`src/rtl/idelay_window_decider_if.sv`:
```
// Scanner <-> window-decider bus: per-sample strobe/data going in, scan results coming back.
// The scanner drives the master side; the decider is the slave.
interface idelay_window_decider_if #(
  parameter int DW = 5,
  parameter int MW = 2,
  parameter int LW = 8
);
  localparam int RW = DW + MW + 1;

  logic          start;
  logic          strobe;
  logic [DW-1:0] tap;
  logic [MW-1:0] micro;
  logic          odd;
  logic [LW-1:0] lane_data;
  logic          busy;
  logic          done;
  logic [DW-1:0] idelay_opt;
  logic [RW-1:0] win_len;
  logic          good_enough;

  modport master (
    output start, strobe, tap, micro, odd, lane_data,
    input  busy, done, idelay_opt, win_len, good_enough
  );

  modport slave (
    input  start, strobe, tap, micro, odd, lane_data,
    output busy, done, idelay_opt, win_len, good_enough
  );
endinterface

```
`src/rtl/idelay_window_decider.sv`:
```
// Eye-window decider: classifies each scan sample, tracks the longest run of valid samples,
// and reports the run's centre tap, length and pass flag when the final index has been processed.
module idelay_window_decider #(
  parameter int                   DW      = 5,
  parameter int                   MW      = 2,
  parameter int                   LW      = 8,
  parameter int                   NPAT    = 4,
  parameter logic [NPAT*LW-1:0]   PAT0    = {8'h43, 8'h0d, 8'h34, 8'hd0},
  parameter logic [NPAT*LW-1:0]   PAT1    = {8'h39, 8'he4, 8'h93, 8'h4e},
  parameter int                   MIN_WIN = 31
) (
  input  logic                     clk,
  input  logic                     rst_n,
  idelay_window_decider_if.slave   bus
);

  localparam int IW = DW + MW;
  localparam int RW = DW + MW + 1;

  typedef enum logic [1:0] {S_IDLE, S_SCAN, S_FINISH} state_t;

  state_t          r_state;
  state_t          w_state_nxt;

  logic [IW-1:0]   w_idx;
  logic            w_accept;
  logic            w_last_in_flight;
  logic [RW-1:0]   w_run_nxt;

  logic            r_vld_p1;
  logic            r_valid_p1;
  logic            r_last_p1;
  logic [IW-1:0]   r_idx_p1;

  logic [RW-1:0]   r_run_p2;
  logic [RW-1:0]   r_best_p2;
  logic [RW-1:0]   r_best_end_p2;

  logic            r_done;
  logic [DW-1:0]   r_idelay_opt;
  logic [RW-1:0]   r_win_len;
  logic            r_good_enough;

  function automatic logic f_match(input logic [LW-1:0] data, input logic sel);
    logic m;
    m = 1'b0;
    for (int k = 0; k < NPAT; k++) begin
      m = m | (sel ? (data == PAT1[k*LW +: LW]) : (data == PAT0[k*LW +: LW]));
    end
    return m;
  endfunction

  // Centre sample of a run ending at end_idx, reduced to a tap index; best must be non-zero.
  function automatic logic [DW-1:0] f_centre_tap(input logic [RW-1:0] best,
                                                 input logic [RW-1:0] end_idx);
    logic [RW-1:0] c;
    c = end_idx - ((best - RW'(1)) >> 1);
    return DW'(c >> MW);
  endfunction

  assign w_idx            = {bus.tap, bus.micro};
  // Once the last sample sits in stage 1, further strobes of this scan are refused.
  assign w_last_in_flight = r_vld_p1 & r_last_p1;
  assign w_accept         = (r_state == S_SCAN) & bus.strobe & ~bus.start & ~w_last_in_flight;
  assign w_run_nxt        = r_valid_p1 ? (r_run_p2 + RW'(1)) : '0;

  always_ff @(posedge clk or negedge rst_n) begin
    if (!rst_n) r_state <= S_IDLE;
    else        r_state <= w_state_nxt;
  end

  always_comb begin
    w_state_nxt = r_state;
    case (r_state)
      S_IDLE:   w_state_nxt = S_IDLE;
      S_SCAN:   if (w_last_in_flight) w_state_nxt = S_FINISH;
      S_FINISH: w_state_nxt = S_IDLE;
      default:  w_state_nxt = S_IDLE;
    endcase
    if (bus.start) w_state_nxt = S_SCAN;
  end

  // Stage 1: classify the strobed sample
  always_ff @(posedge clk or negedge rst_n) begin
    if (!rst_n) begin
      r_vld_p1   <= 1'b0;
      r_valid_p1 <= 1'b0;
      r_last_p1  <= 1'b0;
      r_idx_p1   <= '0;
    end else begin
      r_vld_p1 <= w_accept;
      if (w_accept) begin
        r_valid_p1 <= f_match(bus.lane_data, bus.odd);
        r_last_p1  <= &w_idx;
        r_idx_p1   <= w_idx;
      end
    end
  end

  // Stage 2: run tracking; strict '>' keeps the earliest of equal-length windows
  always_ff @(posedge clk or negedge rst_n) begin
    if (!rst_n) begin
      r_run_p2      <= '0;
      r_best_p2     <= '0;
      r_best_end_p2 <= '0;
    end else if (bus.start) begin
      r_run_p2      <= '0;
      r_best_p2     <= '0;
      r_best_end_p2 <= '0;
    end else if (r_vld_p1) begin
      r_run_p2 <= w_run_nxt;
      if (w_run_nxt > r_best_p2) begin
        r_best_p2     <= w_run_nxt;
        r_best_end_p2 <= {1'b0, r_idx_p1};
      end
    end
  end

  // Result stage: outputs change only alongside done
  always_ff @(posedge clk or negedge rst_n) begin
    if (!rst_n) begin
      r_done        <= 1'b0;
      r_idelay_opt  <= '0;
      r_win_len     <= '0;
      r_good_enough <= 1'b0;
    end else begin
      r_done <= 1'b0;
      if ((r_state == S_FINISH) && !bus.start) begin
        r_done    <= 1'b1;
        r_win_len <= r_best_p2;
        if (r_best_p2 == '0) begin
          r_idelay_opt  <= '0;
          r_good_enough <= 1'b0;
        end else begin
          r_idelay_opt  <= f_centre_tap(r_best_p2, r_best_end_p2);
          r_good_enough <= (r_best_p2 >= RW'(MIN_WIN));
        end
      end
    end
  end

  assign bus.busy        = (r_state != S_IDLE);
  assign bus.done        = r_done;
  assign bus.idelay_opt  = r_idelay_opt;
  assign bus.win_len     = r_win_len;
  assign bus.good_enough = r_good_enough;

endmodule

```
`src/flat_wrapper.sv`:
```
// flat-port wrapper written by rule: the top's interface ports become plain ports
module idelay_window_decider_flat 
#(
  parameter int                   DW      = 5,
  parameter int                   MW      = 2,
  parameter int                   LW      = 8,
  parameter int                   NPAT    = 4,
  parameter logic [NPAT*LW-1:0]   PAT0    = {8'h43, 8'h0d, 8'h34, 8'hd0},
  parameter logic [NPAT*LW-1:0]   PAT1    = {8'h39, 8'he4, 8'h93, 8'h4e},
  parameter int                   MIN_WIN = 31
)
  (clk, rst_n, bus_start, bus_strobe, bus_tap, bus_micro, bus_odd, bus_lane_data, bus_busy, bus_done, bus_idelay_opt, bus_win_len, bus_good_enough);
  idelay_window_decider_if #(.DW(DW), .MW(MW), .LW(LW)) bus_i ();
  input  logic clk;
  input  logic rst_n;
  input wire logic [$bits(bus_i.start)-1:0] bus_start;
  input wire logic [$bits(bus_i.strobe)-1:0] bus_strobe;
  input wire logic [$bits(bus_i.tap)-1:0] bus_tap;
  input wire logic [$bits(bus_i.micro)-1:0] bus_micro;
  input wire logic [$bits(bus_i.odd)-1:0] bus_odd;
  input wire logic [$bits(bus_i.lane_data)-1:0] bus_lane_data;
  output wire logic [$bits(bus_i.busy)-1:0] bus_busy;
  output wire logic [$bits(bus_i.done)-1:0] bus_done;
  output wire logic [$bits(bus_i.idelay_opt)-1:0] bus_idelay_opt;
  output wire logic [$bits(bus_i.win_len)-1:0] bus_win_len;
  output wire logic [$bits(bus_i.good_enough)-1:0] bus_good_enough;
  assign bus_i.start = bus_start;
  assign bus_i.strobe = bus_strobe;
  assign bus_i.tap = bus_tap;
  assign bus_i.micro = bus_micro;
  assign bus_i.odd = bus_odd;
  assign bus_i.lane_data = bus_lane_data;
  assign bus_busy = bus_i.busy;
  assign bus_done = bus_i.done;
  assign bus_idelay_opt = bus_i.idelay_opt;
  assign bus_win_len = bus_i.win_len;
  assign bus_good_enough = bus_i.good_enough;
  idelay_window_decider #(.DW(DW), .MW(MW), .LW(LW), .NPAT(NPAT), .PAT0(PAT0), .PAT1(PAT1), .MIN_WIN(MIN_WIN)) u_core (.clk(clk), .rst_n(rst_n), .bus(bus_i));
endmodule
```
`config.mk`:
```
export PLATFORM = sky130hd
export DESIGN_NAME = idelay_window_decider_flat
export DESIGN_NICKNAME = d
export VERILOG_FILES = /design/src/rtl/idelay_window_decider_if.sv /design/src/rtl/idelay_window_decider.sv /design/src/flat_wrapper.sv
export SDC_FILE = /design/constraint.sdc
export NUM_CORES = 1
export LEC_CHECK = 0
export CORE_MARGIN = 2
export CORE_UTILIZATION = 45
export CTS_BUF_LIST = sky130_fd_sc_hd__clkbuf_16
export CTS_CLUSTER_DIAMETER = 40
export DETAILED_ROUTE_END_ITERATION = 12
export HOLD_SLACK_MARGIN = 0.15
export PLACE_DENSITY = 0.78
export SYNTH_ARGS = -nofsm -noshare
export SYNTH_HDL_FRONTEND = slang
export SYNTH_SLANG_ARGS = --single-unit
```
`constraint.sdc`:
```
create_clock -name clk -period 2.62 [get_ports clk]
set_clock_uncertainty 0.15 [all_clocks]
set_input_delay 0.524 -clock clk [delete_from_list [all_inputs] [get_ports clk]]
set_output_delay 0.524 -clock clk [all_outputs]
set_load 0.02 [all_outputs]
```
* After elaboration in Yosys (flattened, before gate mapping)
Cells that the tools add are included.
W data, S select, Z words.
** Cells by class
- Reductions and logical operators :: 8
- Eq/ne operators :: 11
- Order comparisons :: 2
- Add/sub/neg operators :: 3
- Mux-type cells :: 19
- Bitwise gates (word level) :: 9
** Operator list (count)
- $mux W8 :: 6
- $eq A8 B8 Y1 const B :: 3
- $mux W7 :: 3
- $eq A8 B6 Y1 const B :: 2
- $eq A8 B7 Y1 const B :: 2
- $add A8 B1 Y8 const B :: 1
- $eq A8 B4 Y1 const B :: 1
- $ge A8 B5 Y1 const B :: 1
- $gt A8 B8 Y1 :: 1
- $logic_not A8 Y1 :: 1
- $sub A8 B1 Y8 const B :: 1
- $reduce_and A7 Y1 :: 1
- $sub A7 B7 Y7 :: 1
- $mux W1 :: 6
- $mux W2 :: 3
- $reduce_bool A2 Y1 :: 3
- $mux W5 :: 1
- $and A1 B1 Y1 :: 4
- $ne A3 B2 Y1 const B :: 1
- $or A1 B1 Y1 :: 3
- $eq A2 B1 Y1 const B :: 1
- $eq A2 B2 Y1 const B :: 1
- $not A1 Y1 :: 2
- $reduce_and A2 Y1 :: 1
- other kinds (2) :: 2
** Storage, ports and cells
- Flip-flop bits (word level) :: 50
- Logic and storage cells :: 64
- Bits of input ports :: 20

* Depth between registers and ports, before layout
Gate-level depths: netlist (run 1).
- Depth after elaboration :: 6
- Depth in mapped cells :: 11
- Mapped depth without buffers :: 10

* Worst setup path after synthesis (run 1)
OpenSTA, ideal clock, no wires.
- Path kind :: reg-to-reg
- From :: reg u_core.r_run_p2[2]
- To :: reg u_core.r_best_end_p2[0]
- Period minus slack after synthesis :: 2.751 ns
- Slack :: -0.131 ns
- Buffers on the path :: 1
- Stages on the path, launching flop included :: 11
- Setup time :: 0.132 ns
- Arrival :: 2.469 ns
- Path through :: dfrtp_1 > nand3_1 > or3_1 > a21oi_1 > ha_1 > a21o_1 > a311oi_1 > a211oi_4 > buf_8 > mux2i_1 > nor2_1
** Between the ends
- Longest elaborated chain between the ends :: 5
** RTL lines
- from (decl) :: line idelay_window_decider.sv:35 : logic [RW-1:0] r_run_p2;
- from (signal assigned) :: line idelay_window_decider.sv:111 : r_run_p2 <= w_run_nxt;
- $add A8 B1 Y8 :: line idelay_window_decider.sv:65 : assign w_run_nxt = r_valid_p1 ? (r_run_p2 + RW'(1)) : '0;
- $mux W8 :: line idelay_window_decider.sv:65
- $gt A8 B8 Y1 :: line idelay_window_decider.sv:112 : if (w_run_nxt > r_best_p2) begin
- $reduce_bool A2 Y1 (no source line)
- $reduce_and A2 Y1 (no source line)
- to (signal assigned) :: line idelay_window_decider.sv:114 : r_best_end_p2 <= {1'b0, r_idx_p1};
- to (decl) :: line idelay_window_decider.sv:37 : logic [RW-1:0] r_best_end_p2;
No other way between the ends.
A chain may end at the register's enable or synchronous reset.

* Final worst setup path (run 1)
- From :: reg u_core.r_run_p2[0]
- To :: reg u_core.r_best_end_p2[3]
Same word-level chain as after synthesis.

==> out/qor.txt, run 1 <==
==================================================================================
Result of the run                                                     finished, violations left
Failing checks                                                        negative setup slack
Clock tree from TritonCTS                                                      yes
Yosys synthesis warning count                                                    0
Share of total power in combinational logic                                  10.1%
Share of async-settable or async-resettable flops after synthesis             100%
Die ar.                                                               0.00681 sq mm
Area Growth Syn to Fin                                                       33.0%
Clock insertion delay at the later pin of the skew report                  0.29 ns
Vias in the first global route                                                2255
Endpoint of the worst-slack reg-to-reg timing path                    u_core.r_best_end_p2[3]$_DFFE_PN0P_
Final critical-path required period                                        2.81 ns
Fin. max-slew vios                                                               0
Primary flip-flop cell chosen by synthesis mapping                    sky130_fd_sc_hd__dfrtp_1
Fill cell total of the finished layout                                         499
Max-capacitance violation count                                                  0
Initial antenna violation count                                                  0
CTS H-tree depth                                                                 2
Clock Root Buffer                                                     sky130_fd_sc_hd__clkbuf_16
Boundary Pins                                                                   36
Max Freq                                                                   356 MHz
Max IR drop VDD                                                         0.000337 V
Category of the worst setup path launch point                                 flop
Final Wtd Congestion                                                         0.839
Detailed Route WL                                                          6410 um
Post-Syn Nets                                                                  307
Part of the total power dissipated in sequential elements                    46.8%
Worst min-delay path class                                              reg -> reg
Cell count after synthesis                                                     270
Reg2reg setup slack                                                       -0.19 ns
Critical Path Sink                                                    u_core.r_best_end_p2[3]$_DFFE_PN0P_
Data required time of the critical path                                    2.65 ns
Seq. cell area                                                        0.00125 sq mm
Internal portion of total power                                            1.35 mW
Count of state elements after synthesis                                         50
Drt initial violations                                                          91
Post-synthesis cell type count                                                  44
Fraction of the cycle the final worst path needs                              107%
CTS Sinks                                                                       50
Commonest non-fill, non-tap cell in the layout                        sky130_fd_sc_hd__dfrtp_1
Worst R2R Start                                                       u_core.r_run_p2[0]$_DFFE_PN0P_
Number of nets with antenna violations after routing                             0
Final number of setup-violating endpoints                                       15
Max Fanout on Critical Path                                                      6
Number of enable-type register cells in the synthesized netlist                  0
Static leakage                                                             1.65 nW
Worst-Margin Slew                                                         0.551 ns
Placed inst area                                                      0.00339 sq mm
Via total after detailed routing                                              2284
Detailed Place HPWL                                                        4560 um
Number of rows in the core area                                                 28
Combined area of the multi-input logic cells                          0.00147 sq mm
Share of final-layout standard cells stronger than drive strength 1          20.1%
Max transition margin                                                        63.1%
Switching Power                                                           0.412 mW
Worst-case reg-to-reg path depth                                                11
Nature of the critical path endpoint                                          flop
Most frequent cells in the layout                                     sky130_fd_sc_hd__dfrtp_1, sky130_fd_sc_hd__clkdlybuf4s50_1, sky130_fd_sc_hd__buf_4
Arrival time at the worst endpoint                                         2.84 ns
Layout net count                                                               375
Leftover overflow at the end of global routing                                   0
Port bufs                                                                       35
Post-Synthesis Mean Instance Area                                       10.3 sq um
Finished Core Util                                                           62.0%
Final hold viol count                                                            0
Drt via density                                                               5.52
Standard cell core area                                               0.00596 sq mm
Final instance area                                                   0.00369 sq mm
Hold WS                                                                   0.343 ns
RSZ-0062 raised after global routing                                           yes
Clock transition at the registers of the reported paths                    0.07 ns
DRT Pass-1 Iters                                                                 4
Maximum number of pins on one net before global-route repair                    28
Global-route total usage across every layer                                  20.1%
Die W                                                                      82.5 um
Post-Place Setup Slack                                                   -0.414 ns
Die Y                                                                      82.5 um
Antenna Cells                                                                    0
Number of buffers inserted during clock tree synthesis                           5
Routed length per instance                                                 15.5 um
Total DRC errors in the routed layout                                            0
Relative contribution of the clock network to total power                    43.2%
Switching Share                                                              23.3%
Seq/Total Area, Yosys                                                        45.1%
Launch point of the critical path                                     u_core.r_run_p2[0]$_DFFE_PN0P_
Total power after layout                                                   1.76 mW
Least setup slack across all paths after layout                          -0.188 ns
Total power per unit cell area                                         478 mW/mm^2
Initial core utilization                                                     46.6%
Global-route wire length before repair                                    10300 um
Buffer levels on the longest clock path                                          2
Summed instance area of the synthesized netlist                       0.00278 sq mm
Category of the most critical setup path                                reg -> reg
==================================================================================
## per-layer routing
metal | routed length (um) | GRT usage, % | part of all wire, % | vias to the layer above
li1 | - | - | - | 1094
met1 | 2790 | 23.7 | 43 | 1120
met2 | 3290 | 37.3 | 51 | 59
met3 | 210 | 3.70 | 3.3 | 11
met4 | 125 | 5.08 | 2.0 | 0
met5 | 0 | 0 | 0 | -
## what timing repair did
item | in CTS | in global routing
hold buffers | 1 | 0
setup endpoints to repair | 15 | 16
endpoints found under the hold margin | 23 | 0
buffers inserted | 6 | 0
cloned | 0 | 1
pin swaps | 1 | 11
resized for setup | 0 | 8
## per-stage QoR
stage,std cells,setup TNS [ns]
after floorplan,270,-0.415
after global placement,398,-4.77
after detailed placement,398,-6.03
after CTS,413,-0.254
after global routing,414,-3.68
final,414,-2.30
## cell usage after synthesis, types with 5 or more instances
library cell / n / area share [%]
sky130_fd_sc_hd__a21oi_1: 8 / 1.4
sky130_fd_sc_hd__a21o_1: 5 / 1.4
sky130_fd_sc_hd__nand2_1: 18 / 2.4
sky130_fd_sc_hd__xnor2_1: 12 / 3.8
sky130_fd_sc_hd__ha_1: 17 / 7.7
sky130_fd_sc_hd__mux2i_1: 23 / 8.3
sky130_fd_sc_hd__inv_1: 12 / 1.6
sky130_fd_sc_hd__nand3_1: 8 / 1.4
sky130_fd_sc_hd__o21ai_1: 11 / 2.0
sky130_fd_sc_hd__dfrtp_1: 50 / 45
sky130_fd_sc_hd__nor2_1: 30 / 4.1
sky130_fd_sc_hd__nand4_1: 6 / 1.4
sky130_fd_sc_hd__a22o_1: 6 / 1.9
sky130_fd_sc_hd__clkbuf_1: 6 / 0.81
sky130_fd_sc_hd__mux2_1: 7 / 2.8
## flip-flops by register name, indices dropped and copies added, names as in the netlist
register and flops:
u_core.bus.win_len 8, u_core.bus.done 1, u_core.bus.good_enough 1, u_core.r_valid_p1 1, u_core.r_best_end_p2 7, u_core.r_idx_p1 7
u_core.r_state 2, u_core.r_best_p2 8, u_core.r_run_p2 8, u_core.bus.idelay_opt 5, u_core.r_last_p1 1, u_core.r_vld_p1 1
## area by class of cell
class | instances | share of cell area (%)
tap | 75 | 2.54
timing repair buffer | 70 | 17.4
multi-input combinational | 195 | 39.9
clock buffer | 5 | 3.39
sequential | 50 | 33.9
clock inverter | 3 | 1.29
inverter | 16 | 1.63
## cell families after synthesis
family / share of synthesized area [%]
AO/OA/AOI/OAI: 13.3
XOR/XNOR: 5.05
adder cells (fa/ha/maj): 7.66
buffers and inverters: 3.97
flip-flops: 45.1
multiplexers: 11.1
AND/OR/NAND/NOR: 13.8
## critical path: stages, from the launching register on
cell	delay [ns]
sky130_fd_sc_hd__dfrtp_1	0.40
sky130_fd_sc_hd__ha_2	0.22
sky130_fd_sc_hd__nand2_2	0.07
sky130_fd_sc_hd__or3_4	0.38
sky130_fd_sc_hd__a21oi_4	0.19
sky130_fd_sc_hd__ha_4	0.23
sky130_fd_sc_hd__nand4_1	0.11
sky130_fd_sc_hd__o21ai_2	0.10
sky130_fd_sc_hd__a211oi_4	0.36
sky130_fd_sc_hd__clkbuf_16	0.23
sky130_fd_sc_hd__mux2i_1	0.19
sky130_fd_sc_hd__nor2_1	0.06
## power by group through the flow
stage          logic, mW  clock network [mW]  registers, mW
5_1_grt            0.196               0.797          0.828
3_5_place_dp       0.176                   0          0.840
4_1_cts            0.178               0.771          0.825
2_1_floorplan     0.0620                   0          0.851
6_report           0.178               0.761          0.825
3_3_place_gp       0.169                   0          0.837
## how the worst min path moves through the flow
stage                                      start                                   end  slack, ns  cells past startpoint
3_3_place_gp                               rst_n  u_core.bus.idelay_opt[3]$_DFFE_PN0P_       0.19                      1
6_report       u_core.bus.win_len[3]$_DFFE_PN0P_     u_core.bus.win_len[3]$_DFFE_PN0P_       0.34                      2
2_1_floorplan                              rst_n             u_core.bus.done$_DFF_PN0_       0.08                      0
3_5_place_dp                               rst_n  u_core.bus.idelay_opt[2]$_DFFE_PN0P_       0.19                      1
5_1_grt        u_core.bus.win_len[3]$_DFFE_PN0P_     u_core.bus.win_len[3]$_DFFE_PN0P_       0.37                      2
4_1_cts        u_core.bus.win_len[3]$_DFFE_PN0P_     u_core.bus.win_len[3]$_DFFE_PN0P_       0.35                      2
Power figures use the tool's default switching activity.
==> run 2: changes to the inputs <==
--- a/config.mk
+++ b/config.mk
@@ -7,7 +7,6 @@
 export LEC_CHECK = 0
 export CORE_MARGIN = 2
 export CORE_UTILIZATION = 45
-export CTS_BUF_LIST = sky130_fd_sc_hd__clkbuf_16
 export CTS_CLUSTER_DIAMETER = 40
 export DETAILED_ROUTE_END_ITERATION = 12
 export HOLD_SLACK_MARGIN = 0.15
==> out/qor.txt, run 2 (same netlist as run 1, synthesis figures left out) <==
==================================================================================
Nature of the critical path endpoint                                          flop
Routed length per instance                                                 15.2 um   -2.0%
Drt via density                                                               5.46   -1.0%
Via total after detailed routing                                              2244   -1.8%
Vias in the first global route                                                2182   -3.2%
DRT Pass-1 Iters                                                                 4   unchanged
Category of the worst setup path launch point                                 flop
Number of nets with antenna violations after routing                             0   unchanged
Boundary Pins                                                                   36   unchanged
Leftover overflow at the end of global routing                                   0   unchanged
Most frequent cells in the layout                                     sky130_fd_sc_hd__dfrtp_1, sky130_fd_sc_hd__clkdlybuf4s50_1, sky130_fd_sc_hd__nor2_1
Final number of setup-violating endpoints                                       15   unchanged
Worst Path Buf+Inv                                                               1   unchanged
CP max stage cell                                                     sky130_fd_sc_hd__dfrtp_2
Clock tree from TritonCTS                                                      yes
Layout net count                                                               372   -0.80%
Die ar.                                                               0.00681 sq mm   unchanged
Max transition margin                                                        62.7%   -0.40 points
Initial antenna violation count                                                  0   unchanged
Maximum number of pins on one net before global-route repair                    28   unchanged
Die Y                                                                      82.5 um   unchanged
Global-route total usage across every layer                                  19.1%   -0.98 points
Delay of the slowest cell on the worst path                                0.44 ns   +0.04 ns
Total power after layout                                                   1.57 mW   -11%
Fraction of the cycle the final worst path needs                              104%   -3.3 points
Commonest non-fill, non-tap cell in the layout                        sky130_fd_sc_hd__dfrtp_1
Share of final-layout standard cells stronger than drive strength 1          19.3%   -0.71 points
Clock insertion delay at the later pin of the skew report                  0.31 ns   +0.02 ns
Max Fanout on Critical Path                                                      6   unchanged
Clock transition at the registers of the reported paths                    0.10 ns   +0.03 ns
Category of the most critical setup path                                reg -> reg
CTS H-tree depth                                                                 2   unchanged
RSZ-0062 raised after global routing                                           yes
Drt initial violations                                                         123   +35%
Failing checks                                                        negative setup slack
Total DRC errors in the routed layout                                            0   unchanged
Critical path cell sequence                                           nand3_4, or3_1, a21oi_2, ha_1, a21o_1, a31oi_1, a211oi_4, clkbuf_16, mux2i_1, nor2_1
Data required time of the critical path                                    2.67 ns   +0.02 ns
Worst min-delay path class                                              reg -> reg
Static leakage                                                             1.61 nW   -2.4%
Total power per unit cell area                                         432 mW/mm^2   -9.6%
Hold WS                                                                   0.350 ns   +0.00640 ns
Global-route wire length before repair                                     9800 um   -4.8%
Buffer levels on the longest clock path                                          2   unchanged
Sum of negative setup slack                                              -0.861 ns   +1.44 ns
Family with the most delay on the worst path                          compound AO/OA/AOI/OAI gates
Max-capacitance violation count                                                  0   unchanged
Least setup slack across all paths after layout                          -0.100 ns   +0.0878 ns
Die W                                                                      82.5 um   unchanged
Worst-Margin Slew                                                         0.557 ns   +0.00604 ns
Area Growth Syn to Fin                                                       31.3%
Initial core utilization                                                     46.6%   unchanged
Number of rows in the core area                                                 28   unchanged
CTS Sinks                                                                       50   unchanged
Port bufs                                                                       35   unchanged
Standard cell core area                                               0.00596 sq mm   unchanged
Max Freq                                                                   368 MHz   +3.2%
Fin. max-slew vios                                                               0   unchanged
Detailed Place HPWL                                                        4560 um   unchanged
Max IR drop VDD                                                         0.000281 V   -17%
Number of buffers inserted during clock tree synthesis                           5   unchanged
Final Wtd Congestion                                                         0.839   unchanged
Final hold viol count                                                            0   unchanged
Detailed Route WL                                                          6230 um   -2.7%
Antenna Cells                                                                    0   unchanged
Result of the run                                                     finished, violations left
Clock Root Buffer                                                     sky130_fd_sc_hd__clkbuf_8
Arrival time at the worst endpoint                                         2.77 ns   -0.07 ns
Final critical-path required period                                        2.72 ns   -0.0878 ns
==================================================================================
run 2: where the power goes:
group          internal [mW]  switching [mW]
Clock                  0.292           0.279
Sequential             0.804          0.0206
Combinational         0.0897          0.0878
Total                   1.19           0.387
run 2: timing repair:
| action | in CTS | in global routing |
|---|---|---|
| pin swaps | 1 | 7 |
| resized for setup | 0 | 11 |
| hold endpoints to repair | 23 | 0 |
| buffers inserted | 3 | 0 |
| hold buffers | 1 | 0 |
| gates cloned | 0 | 1 |
| endpoints found under the setup margin | 15 | 16 |
run 2: path summary, 6_finish.rpt:
path / endpoint / cells past startpoint / start / slack [ns]
min in group asynchronous: u_core.bus.idelay_opt[2]$_DFFE_PN0P_ / 2 / rst_n / 0.40
worst max register to register: u_core.r_best_p2[2]$_DFFE_PN0P_ / 10 / u_core.r_run_p2[0]$_DFFE_PN0P_ / -0.10
max in group asynchronous: u_core.r_run_p2[0]$_DFFE_PN0P_ / 3 / rst_n / 1.37
worst max-delay path: u_core.r_best_p2[2]$_DFFE_PN0P_ / 10 / u_core.r_run_p2[0]$_DFFE_PN0P_ / -0.10
worst min register to register: u_core.bus.win_len[4]$_DFFE_PN0P_ / 2 / u_core.bus.win_len[4]$_DFFE_PN0P_ / 0.35
worst min-delay path: u_core.bus.win_len[4]$_DFFE_PN0P_ / 2 / u_core.bus.win_len[4]$_DFFE_PN0P_ / 0.35
run 2: layout make-up:
| cell class | instances | area, sq um |
|---|---|---|
| clock buffers | 5 | 68.8 |
| clock inverters | 3 | 47.5 |
| fillers | 511 | 2310 |
| inverters | 16 | 60.1 |
| multi-input cells | 195 | 1500 |
| flip-flops and latches | 50 | 1250 |
| well taps | 75 | 93.8 |
| repair buffers | 67 | 622 |
run 2: routing by layer:
| metal | up-vias | share of wire, % | GRT usage, % |
|---|---|---|---|
| li1 | 1087 | - | - |
| met1 | 1080 | 43 | 23.2 |
| met2 | 65 | 50 | 34.2 |
| met3 | 12 | 4.7 | 3.59 |
| met4 | 0 | 1.5 | 5.74 |
| met5 | - | 0 | 0 |
run 2: worst register-to-register path, cell delays in order, from the launching register on:
cell,delay [ns]
sky130_fd_sc_hd__dfrtp_2,0.44
sky130_fd_sc_hd__nand3_4,0.11
sky130_fd_sc_hd__or3_1,0.37
sky130_fd_sc_hd__a21oi_2,0.18
sky130_fd_sc_hd__ha_1,0.19
sky130_fd_sc_hd__a21o_1,0.16
sky130_fd_sc_hd__a31oi_1,0.13
sky130_fd_sc_hd__a211oi_4,0.39
sky130_fd_sc_hd__clkbuf_16,0.24
sky130_fd_sc_hd__mux2i_1,0.19
sky130_fd_sc_hd__nor2_1,0.06
run 2: per-stage QoR:
step | area, sq um | worst slack, ns | utilization (%) | std cells
2_1_floorplan | 2800 | -0.0415 | - | 270
3_3_place_gp | 3390 | -0.327 | 56.9 | 398
3_5_place_dp | 3390 | -0.414 | 56.9 | 398
4_1_cts | 3550 | -0.0360 | 59.6 | 410
5_1_grt | 3640 | -0.190 | 61.2 | 411
6_report | 3640 | -0.100 | 61.2 | 411
